**src/rtl/lcd_char_feeder.sv**
```systemverilog
// lcd_char_feeder
//   Buffers character codes from a source in a small FIFO and hands them, one
//   at a time, to an LCD transaction layer. After reset it waits INIT_HOLD
//   cycles, requests LCD power-up (do_init) and waits for lcd_reset_done.
//   Once configured, each buffered byte is presented on data_to_write with a
//   single-cycle do_write_data pulse. The block then waits for the full
//   send_data_done handshake (high, then low) before popping the next byte.
//
// Ports
//   clk             clock, all state changes on the rising edge
//   reset           asynchronous, active-low reset
//   in_valid        source offers in_data this cycle
//   in_data[7:0]    character code from the source
//   in_ready        FIFO can take a byte this cycle
//   lcd_reset_done  transaction layer finished LCD configuration
//   send_data_done  transaction layer finished the current byte
//   do_init         request LCD power-up sequence
//   do_write_data   one-cycle request to write data_to_write
//   data_to_write   character presented to the transaction layer
//   fifo_level      number of bytes currently buffered
//   chars_sent      completed character writes (wraps at 16 bits)
//   busy            not idle, or bytes still buffered
module lcd_char_feeder #(
  parameter int DEPTH     = 16,
  parameter int INIT_HOLD = 4
) (
  input  logic                     clk,
  input  logic                     reset,
  input  logic                     in_valid,
  input  logic [7:0]               in_data,
  output logic                     in_ready,
  input  logic                     lcd_reset_done,
  input  logic                     send_data_done,
  output logic                     do_init,
  output logic                     do_write_data,
  output logic [7:0]               data_to_write,
  output logic [$clog2(DEPTH):0]   fifo_level,
  output logic [15:0]              chars_sent,
  output logic                     busy
);

  localparam int            AW        = $clog2(DEPTH);
  localparam logic [AW:0]   FULL_LVL  = (AW + 1)'(DEPTH);
  localparam logic [7:0]    HOLD_LAST = 8'(INIT_HOLD - 1);

  typedef enum logic [2:0] {
    INIT_WAIT,
    INIT,
    IDLE,
    ISSUE,
    WAIT_DONE,
    RELEASE
  } state_t;

  state_t        state;
  logic [7:0]    init_cnt;
  logic [7:0]    mem [DEPTH];
  logic [AW-1:0] wr_ptr;
  logic [AW-1:0] rd_ptr;
  logic          accept_en;
  logic          push;
  logic          pop;

  // accept_en keeps in_ready low while reset is held and for the reset-release
  // cycle itself; it rises on the first clock edge after release.
  assign in_ready = accept_en && (fifo_level != FULL_LVL);
  assign push     = in_valid && in_ready;
  // The only consumer of the FIFO is the IDLE state taking the head byte.
  assign pop      = (state == IDLE) && (fifo_level != '0);
  assign busy     = (state != IDLE) || (fifo_level != '0);

  // Storage array carries no reset; only pointers and level define validity.
  always_ff @(posedge clk) begin
    if (push) begin
      mem[wr_ptr] <= in_data;
    end
  end

  always_ff @(posedge clk or negedge reset) begin
    if (!reset) begin
      accept_en  <= 1'b0;
      wr_ptr     <= '0;
      rd_ptr     <= '0;
      fifo_level <= '0;
    end else begin
      accept_en <= 1'b1;
      // Pointers are AW bits wide, so they wrap modulo DEPTH on their own.
      if (push) wr_ptr <= wr_ptr + 1'b1;
      if (pop)  rd_ptr <= rd_ptr + 1'b1;
      case ({push, pop})
        2'b10:   fifo_level <= fifo_level + 1'b1;
        2'b01:   fifo_level <= fifo_level - 1'b1;
        default: fifo_level <= fifo_level;
      endcase
    end
  end

  always_ff @(posedge clk or negedge reset) begin
    if (!reset) begin
      state         <= INIT_WAIT;
      init_cnt      <= '0;
      do_init       <= 1'b0;
      do_write_data <= 1'b0;
      data_to_write <= 8'h00;
      chars_sent    <= '0;
    end else begin
      case (state)
        INIT_WAIT: begin
          if (init_cnt == HOLD_LAST) begin
            state   <= INIT;
            do_init <= 1'b1;
          end else begin
            init_cnt <= init_cnt + 1'b1;
          end
        end
        INIT: begin
          if (lcd_reset_done) begin
            state   <= IDLE;
            do_init <= 1'b0;
          end
        end
        IDLE: begin
          // Head byte is latched on the same edge as the pop so it is already
          // stable during the do_write_data cycle.
          if (pop) begin
            data_to_write <= mem[rd_ptr];
            do_write_data <= 1'b1;
            state         <= ISSUE;
          end
        end
        ISSUE: begin
          do_write_data <= 1'b0;
          state         <= WAIT_DONE;
        end
        WAIT_DONE: begin
          if (send_data_done) begin
            chars_sent <= chars_sent + 1'b1;
            state      <= RELEASE;
          end
        end
        RELEASE: begin
          // A long send_data_done level must not be taken as a second completion.
          if (!send_data_done) begin
            state <= IDLE;
          end
        end
        default: begin
          state         <= INIT_WAIT;
          do_init       <= 1'b0;
          do_write_data <= 1'b0;
        end
      endcase
    end
  end

endmodule

```
**config.mk**
```make
export PLATFORM = sky130hd
export DESIGN_NAME = lcd_char_feeder
export DESIGN_NICKNAME = d
export VERILOG_FILES = /design/src/rtl/lcd_char_feeder.sv
export SDC_FILE = /design/constraint.sdc
export NUM_CORES = 1
export LEC_CHECK = 0
export CAP_MARGIN = 0
export CORE_UTILIZATION = 35
export CTS_CLUSTER_DIAMETER = 30
export DETAILED_ROUTE_END_ITERATION = 6
export SLEW_MARGIN = 30
export SYNTH_ARGS = -nofsm -noshare
export SYNTH_HDL_FRONTEND = slang
export SYNTH_SLANG_ARGS = --single-unit
```
**constraint.sdc**
```tcl
create_clock -name clk -period 4.3 [get_ports clk]
set_input_delay 0.86 -clock clk [delete_from_list [all_inputs] [get_ports clk]]
set_output_delay 0.86 -clock clk [all_outputs]
set_load 0.005 [all_outputs]
```
# After elaboration in Yosys (flattened, before gate mapping)
# Memories as Yosys holds them, arrays and structs flattened. A register that Yosys moved wholly into a read port is not among the register bits.
# Cells that the tools add are included.
word_totals:
  reg_bits: 43
  out_inout_bits: 33
  memories: 1
  in_bits: 13
  wordCells: 64
  mem_bits_rw: 128
classes:
  n_reduce_logical: 16
  eq_ne: 15
  mux: 14
  n_bitwise: 3
  n_addsub: 6
mem_list:
  columns: ["name", "words", "word_bits", "read_ports", "rd_clocked_by_memory_dff", "wr", "line_no", "rtl"]
  rows:
  - ["mem", 16, 8, 1, 1, 1, "57", "logic [7:0] mem [DEPTH];"]
ops:
  columns: ["operator", "n"]
  rows:
  - ["$pmux 3 s6", 1]
  - ["$add 16x1->16 const B", 1]
  - ["$mux 3", 5]
  - ["$ne 2x2->1 const B", 5]
  - ["$pmux 5 s2", 1]
  - ["$add 4x1->4 const B", 2]
  - ["$add 8x1->8 const B", 1]
  - ["$eq 8x2->1 const B", 1]
  - ["$reduce_and 2->1", 4]
  - ["$reduce_or 4->1", 2]
  - ["$eq 3x2->1 const B", 2]
  - ["$eq 3x3->1 const B", 2]
  - ["$add 5x1->5 const B", 1]
  - ["$mux 1", 5]
  - ["$ne 5x5->1 const B", 1]
  - ["$reduce_and 5->1", 1]
  - ["$reduce_bool 5->1", 1]
  - ["$sub 5x1->5 const B", 1]
  - ["$eq 3x1->1 const B", 1]
  - ["$logic_and 1x1->1", 3]
  - ["$logic_not 3->1", 1]
  - ["$ne 3x2->1 const B", 1]
  - ["$not 1->1", 3]
  - ["$pmux 1 s3", 1]
  - ["other kinds (7)", 7]

# Depth between registers and ports, before layout
# Gate-level depths: netlist of run 1.
depth:
  ltp_word: 5
  depth_mapped: 12
  ltp_nobuf: 10

# Worst setup path after synthesis of run 1
# No wires, ideal clock.
synth_timing:
  kind: "register to register"
  startpoint: "register fifo_level[1]"
  endpoint: "register fifo_level[4]"
  path_stages_with_launch: 12
  arrival_ns: 2.534
  t_required_ns: 4.177
  path_slack_ns: 1.643
  path_buffers: 1
  setup_ns: 0.123
  period_less_slack_ns: 2.657
  path_cell_list: "dfrtp_1 > or4_4 > o211a_4 > inv_2 > ha_1 > clkbuf_1 > xor2_1 > ha_1 > and3b_1 > o21ai_0 > a21oi_1 > xnor2_1"
synth_between:
  elab_chain_len: 5
  word_cells_on_any_way: 11
  classes_between: "add/sub: 2; eq/ne: 3; mux: 1; reduce/logical: 5"
synth_rtl:
  columns: ["element", "line_no", "rtl"]
  rows:
  - ["start, declared", "37", "output logic [$clog2(DEPTH):0] fifo_level,"]
  - ["start signal, assigned", "91", "2'b10: fifo_level <= fifo_level + 1'b1;"]
  - ["start signal, assigned", "92", "2'b01: fifo_level <= fifo_level - 1'b1;"]
  - ["start signal, assigned", "93", "default: fifo_level <= fifo_level;"]
  - ["$ne 5x5->1", "66", "assign in_ready = accept_en && (fifo_level != FULL_LVL);"]
  - ["$logic_and 1x1->1", "66", null]
  - ["$logic_and 1x1->1", "67", "assign push = in_valid && in_ready;"]
  - ["$eq 2x1->1 or $eq 2x2->1 (tied branches)", "90", "case ({push, pop})"]
  - ["$pmux 5 s2 or $reduce_bool 2->1 (tied branches)", null, null]
# Parallel ways exist; a longest one is shown, timed or not.
# A chain may end at the register's enable or synchronous reset.

# Worst setup path after layout of run 1
layout_timing:
  startpoint: "register fifo_level[1]"
  endpoint: "register fifo_level[2]"
layout_between:
  word_cells_on_any_way: 11
  classes_between: "add/sub: 2; eq/ne: 3; mux: 1; reduce/logical: 5"
layout_rtl:
  columns: ["element", "line_no", "rtl"]
  rows:
  - ["$reduce_bool 5->1 *", "69", "assign pop = (state == IDLE) && (fifo_level != '0);"]
  - ["$logic_and 1x1->1 *", "69", null]
  - ["named net pop", "62", "logic pop;"]
  - ["$eq 2x1->1 or $eq 2x2->1 (tied branches)", "90", null]
  - ["$pmux 5 s2 or $reduce_bool 2->1 (tied branches)", null, null]
# Mark *: on every way through the listed nets, which the timed path passes. The rest lies on a longest branch.

==> results of run 1 <==
-- state kept, by name (all words and copies together), names as in the netlist --
register,count
mem,128
chars_sent,16
data_to_write,8
init_cnt,8
fifo_level,5
rd_ptr,4
wr_ptr,4
state,3
accept_en,1
do_init,1
do_write_data,1
-- stage by stage --
stage / instances / total power, W / setup slack [ns]
floorplan: 429 / 0.003286 / 1.643
global placement: 730 / 0.003735 / 1.219
detailed placement: 730 / 0.003771 / 1.103
CTS: 762 / 0.005360 / 1.091
global route: 762 / 0.005565 / 0.9106
finish: 762 / 0.005295 / 1.077
-- final cells by class --
cell class	count	area (um2)
Multi-Input combinational cell	221	2123
Inverter	13	48.80
Tap cell	270	337.8
Clock buffer	17	425.4
Sequential cell	179	5126
Clock inverter	15	180.2
Fill cell	1825	11730
Timing Repair Buffer	47	460.4
-- metal layers --
layer | up-vias | routed length, um | track usage
li1 | 1762 | - | -
met4 | 0 | 180 | 0.05412
met2 | 81 | 6882 | 0.2212
met3 | 13 | 563 | 0.02764
met5 | - | 0 | 0
met1 | 1908 | 6167 | 0.1786
-- worst max-delay path, delay by kind of cell, from the launching register on --
family	cells	cell delay, ns
compound gates	2	0.73
xor+xnor	3	0.50
fa+ha+maj	2	0.57
buf+inv	1	0.17
flops	1	0.46
simple gates	2	0.68
-- cell usage after synthesis (all sizes together) --
| cell | number | area, um2 |
|---|---|---|
| nor2b | 2 | 12.51 |
| nand3 | 6 | 30.03 |
| a21boi | 1 | 7.510 |
| o22ai | 1 | 6.260 |
| a32oi | 1 | 8.760 |
| ha | 10 | 125.1 |
| dfrtp | 51 | 1276 |
| and2 | 19 | 118.9 |
| nor3 | 8 | 40.04 |
| xnor2 | 20 | 175.2 |
| o21ai | 6 | 30.03 |
| nand4 | 11 | 83.83 |
| o211ai | 1 | 12.51 |
| a31oi | 1 | 6.260 |
| o31ai | 1 | 7.510 |
| o221ai | 8 | 70.07 |
| nor4b | 2 | 17.52 |
| mux4 | 32 | 720.7 |
| xor2 | 15 | 131.4 |
| nor4 | 2 | 12.51 |
| nand2 | 24 | 90.09 |
| inv | 13 | 48.80 |
| o22a | 1 | 8.760 |
| buf | 9 | 47.55 |
| o31a | 1 | 8.760 |
| nor3b | 2 | 15.01 |
| a21oi | 5 | 25.02 |
| nand2b | 1 | 6.260 |
| mux2 | 3 | 33.78 |
| conb | 1 | 3.750 |
| o32ai | 1 | 8.760 |
| a2bb2oi | 1 | 8.760 |
| edfxtp | 128 | 3844 |
| mux2i | 17 | 170.2 |
| nor2 | 7 | 26.28 |
| and4 | 2 | 17.52 |
| and3b | 2 | 17.52 |
| and3 | 2 | 17.52 |
| clkbuf | 7 | 26.28 |
| o211a | 1 | 17.52 |
| or4 | 1 | 11.26 |
| and4bb | 1 | 12.51 |
| o21a | 1 | 7.510 |
-- final timing paths --
kind / to / depth (start not counted)
worst min register to register: init_cnt[7]$_DFFE_PN0P_ / 1
max in group asynchronous: rd_ptr[0]$_DFFE_PN0P_ / 2
worst max register to register: fifo_level[2]$_DFFE_PN0P_ / 10
worst min-delay path: state[1]$_DFFE_PN0P_ / 1
min in group clk: init_cnt[7]$_DFFE_PN0P_ / 1
worst max-delay path: fifo_level[2]$_DFFE_PN0P_ / 10
-- cell families after synthesis --
family	Yosys count
flops	179
buf+inv	29
mux	52
xor+xnor	35
fa+ha+maj	10
compound gates	31
simple gates	92
other cells	1
-- power groups by stage --
stage | logic, W | registers, W | clock network, W
floorplan | 0.00102 | 0.00227 | 0
finish | 0.00124 | 0.00247 | 0.00159
global placement | 0.00123 | 0.00250 | 0
CTS | 0.00126 | 0.00248 | 0.00162
global route | 0.00135 | 0.00252 | 0.00169
detailed placement | 0.00125 | 0.00252 | 0
==> impl_metrics.json, run 1 <==
{
  "layout_common_cells": "edfxtp_1, dfrtp_1, clkdlybuf4s50_1",
  "dpl_cell_area_mm2": 0.008094,
  "die_area_mm2": 0.02163,
  "crit_chain": "or4_4 -> o211ai_2 -> inv_2 -> ha_1 -> xor2_1 -> ha_1 -> a21oi_1 -> xor2_1 -> nor2_1 -> xor2_1",
  "cellLeakagePower_nw": 3.079,
  "synth_area_mm2": 0.007366,
  "post-route-min-period_ns": 3.223,
  "synthAdderAreaFrac": 0.01699,
  "area_growth_pct": 18.14,
  "max_cap_viol_count": 0,
  "htree_levels": 4,
  "grt_pass1_vias": 3905,
  "postCtsSetupBuffers": 0,
  "worstSetupPathType": "register to register",
  "final_area_mm2": 0.008702,
  "skew_ns": 0.008915,
  "n_antenna_cell": 0,
  "slew_headroom": 0.4511,
  "crit_arrival_ns": 3.53,
  "placementRows": 52,
  "slowest_stage": "or4_4",
  "swShare": 0.2949,
  "pwr-share-clk": 0.300,
  "synth.avg_cell_area_um2": 17.17,
  "cts_buffers": 17,
  "ys_ff_latch": 179,
  "ys_seq_area_frac": 0.6951,
  "slew_viol_final": 0,
  "crit_path_frequent_cell": "xor2_1",
  "cts_tree": "done",
  "synth-simple-area-share": 0.07185,
  "drt-wirelength-per-cell_um": 18.10,
  "route.vias.total": 3764,
  "syn_inst": 429,
  "critPathLaunch": "fifo_level[1]$_DFFE_PN0P_",
  "r2r_setup_slack_ns": 1.08,
  "p_int_w": 0.003733,
  "core_mm2": 0.02043,
  "drtIter0Drc": 271,
  "clock.fmax_mhz": 310.3,
  "via_per_inst": 4.940,
  "synth_compound_area_frac": 0.03176,
  "peakVddDrop_mv": 0.3206,
  "reg2reg_from": "fifo_level[1]$_DFFE_PN0P_",
  "insertion_delay_ns": 0.43,
  "ant_nets": 0,
  "grt_pass1_wl_um": 21910,
  "synth_top_family_by_area": "multiplexers",
  "drc": 0,
  "final_common_cell": "edfxtp_1",
  "cts_resized": 0,
  "grtUsageTotal": 0.1359,
  "ioPinCount": 46,
  "final_layout_size_suffix_gt1_frac": 0.1606,
  "p_per_area_mw_per_mm2": 608.5,
  "p_sw_w": 0.001562,
  "status": "finished, final reports clean",
  "antenna_found_initial": 0,
  "period_share": 0.7495,
  "pwr-share-comb": 0.233,
  "holdWs_ns": 0.4609,
  "muxShareOfSynthArea": 0.1255,
  "tns_ns": 0,
  "path_clk_slew_ns": 0.07,
  "endpoint_kind": "register",
  "initial_core_util": 0.3605,
  "grt_overflow_total": 0,
  "globalplace.congestion": 0.7206,
  "hpwl_um": 9073,
  "hold_path_class": "input pin to async pin",
  "crit_fanout": 11,
  "fin_nets": 502,
  "seqPwrFrac": 0.466,
  "wl_um": 13790,
  "clockBufferDepth": 2,
  "numPortBuffers": 45,
  "cts_sinks": 179,
  "setup_viol": 0,
  "synth_cell_types": 47,
  "critPathLaunchType": "register",
  "final_core_util": 0.4260,
  "ctsHoldBuffers": 0,
  "die_w_um": 147.1,
  "firstDrtPassIters": 4,
  "synth_xor_xnor_area_share": 0.04162,
  "required_ns": 4.60,
  "max_stage_delay_ns": 0.61,
  "cts_root_buf": "clkbuf_16",
  "die_h_um": 147.1,
  "hold_viol": 0,
  "tightest_slew_ns": 0.8233,
  "yosys_warnings": 0,
  "synthesis.nets": 452,
  "rsz0062_at_grt": "no",
  "grt_max_degree": 34
}
No activity file was read; power rests on OpenSTA's default activity.
==> run 2, diff against run 1 <==
clock period = 3.2 ns   (was 4.3 ns; I/O delays follow)
==> run 2 against run 1 <==
- clock-buffer cell count up 1
- sequential share of layout area down 0.077 points
- cell count up 0.39%
- wire length up 1.0%
==> impl_metrics.json, run 2 (synthesized netlist as in run 1, its figures left out) <==
{
  "status": "finished, final reports clean",
  "die_w_um": 147.1,
  "placementRows": 52,
  "p_per_area_mw_per_mm2": 810.8,
  "hold_path_class": "input pin to async pin",
  "hpwl_um": 9457,
  "grtUsageTotal": 0.1358,
  "cts_tree": "done",
  "period_share": 0.8868,
  "pwr-share-comb": 0.258,
  "largest_reg_flops": 128,
  "cellLeakagePower_nw": 3.084,
  "path_clk_slew_ns": 0.07,
  "r2r_end": "fifo_level[4]$_DFFE_PN0P_",
  "critPathLaunch": "fifo_level[1]$_DFFE_PN0P_",
  "postCtsSetupBuffers": 0,
  "die_h_um": 147.1,
  "firstDrtPassIters": 4,
  "grt_max_degree": 36,
  "tns_ns": 0,
  "swShare": 0.2904,
  "wl_um": 13930,
  "ant_nets": 0,
  "hold_viol": 0,
  "dpl.cell_count": 733,
  "drc": 0,
  "final_area_mm2": 0.008707,
  "via_per_inst": 5.007,
  "reg.largest.list": "mem: 128 flops, chars_sent: 16 flops",
  "layout_common_cells": "edfxtp_1, dfrtp_1, clkdlybuf4s50_1",
  "crit_fanout": 8,
  "required_ns": 3.54,
  "slew_headroom": 0.5371,
  "worstSetupPathType": "register to register",
  "clockBufferDepth": 2,
  "clock.fmax_mhz": 352.4,
  "fin_nets": 505,
  "p_int_w": 0.005010,
  "area_growth_pct": 18.21,
  "skew_ns": 0.01663,
  "antenna_found_initial": 0,
  "endpoint": "fifo_level[4]$_DFFE_PN0P_",
  "drt-wirelength-per-cell_um": 18.21,
  "initial_core_util": 0.3605,
  "die_area_mm2": 0.02163,
  "htree_levels": 4,
  "seqPwrFrac": 0.450,
  "cts_sinks": 179,
  "peakVddDrop_mv": 0.4073,
  "p_sw_w": 0.002050,
  "grt_overflow_total": 0,
  "numPortBuffers": 45,
  "rsz0062_at_grt": "no",
  "cts_resized": 0,
  "setup_viol": 0,
  "worst_slack_ns": 0.3623,
  "final_layout_size_suffix_gt1_frac": 0.1576,
  "rr_worst_depth": 10,
  "final_common_cell": "edfxtp_1",
  "post-place-ws_ns": 0.3733,
  "n_antenna_cell": 0,
  "crit_arrival_ns": 3.18,
  "grt_pass1_wl_um": 21910,
  "ioPinCount": 46,
  "globalplace.congestion": 0.7788,
  "insertion_delay_ns": 0.43,
  "endpoint_kind": "register",
  "route.vias.total": 3830,
  "post-route-min-period_ns": 2.838,
  "stdcell_count": 765,
  "top_register": "mem",
  "r2r_setup_slack_ns": 0.36,
  "slew_viol_final": 0,
  "critPathLaunchType": "register",
  "grt_pass1_vias": 3983,
  "cts_buffers": 17,
  "dpl_cell_area_mm2": 0.008115,
  "cts_root_buf": "clkbuf_16",
  "n_fill_cell": 1827,
  "drtIter0Drc": 273,
  "max_cap_viol_count": 0,
  "pwr-share-clk": 0.292,
  "core_mm2": 0.02043,
  "reg2reg_from": "fifo_level[1]$_DFFE_PN0P_",
  "tightest_slew_ns": 0.6944,
  "ctsHoldBuffers": 0
}
==> run 2: cell count changes in the layout (fill, tap and decap cells not counted), sizes merged <==
cell	before	now
buf	3	6
inv	17	14
clkinv	8	10
clkbuf	17	18
==> run 2: worst min-delay path by stage <==
stage	slack, ns	cells past startpoint	startpoint	endpoint
floorplan	0.34	0	reset	accept_en$_DFF_PN0_
global placement	0.46	1	chars_sent[15]$_DFFE_PN0P_	chars_sent[15]$_DFFE_PN0P_
detailed placement	0.48	2	data_to_write[3]$_DFFE_PN0P_	data_to_write[3]$_DFFE_PN0P_
CTS	0.09	1	reset	state[2]$_DFFE_PN0P_
global route	0.09	1	reset	fifo_level[1]$_DFFE_PN0P_
finish	0.09	1	reset	fifo_level[1]$_DFFE_PN0P_
==> run 2: worst max-delay path: stages, from the launching register on <==
cell and delay [ns]:
dfrtp_1 0.47, or4_4 0.60, o211a_4 0.29, inv_2 0.10
ha_1 0.33, xor2_1 0.20, ha_1 0.22, and3b_1 0.16
o21ai_0 0.07, a21oi_1 0.18, xnor2_1 0.13
==> run 2: final cells by class <==
type	count	area, um2	area share
tap	270	337.8	0.03880
inverter	13	48.80	0.005604
clock inverter	14	162.7	0.01868
timing repair buffer	50	483.0	0.05547
sequential	179	5122	0.5883
multi-input combinational	221	2123	0.2439
clock buffer	18	429.2	0.04929
==> run 2: power groups by stage <==
stage	registers, W	logic, W	clock network [W]
final	0.00318	0.00182	0.00206
after global routing	0.00323	0.00202	0.00219
after CTS	0.00318	0.00187	0.00210
after detailed placement	0.00322	0.00186	0
after global placement	0.00320	0.00183	0
after floorplan	0.00305	0.00137	0
==> run 2: routing by layer <==
layer | up-vias | GRT usage | part of all wire
li1 | 1762 | - | -
met1 | 1983 | 0.1729 | 0.44
met2 | 70 | 0.2276 | 0.51
met3 | 15 | 0.02981 | 0.033
met4 | 0 | 0.04948 | 0.013
met5 | - | 0 | 0
==> run 2: through the flow <==
stage | util | hold WS, ns | power, W
6_report | 0.4262 | 0.08649 | 0.007060
5_1_grt | 0.4262 | 0.09150 | 0.007436
4_1_cts | 0.4262 | 0.08898 | 0.007153
3_5_place_dp | 0.3972 | 0.4774 | 0.005086
3_3_place_gp | 0.3972 | 0.4590 | 0.005036
2_1_floorplan | - | 0.3444 | 0.004415
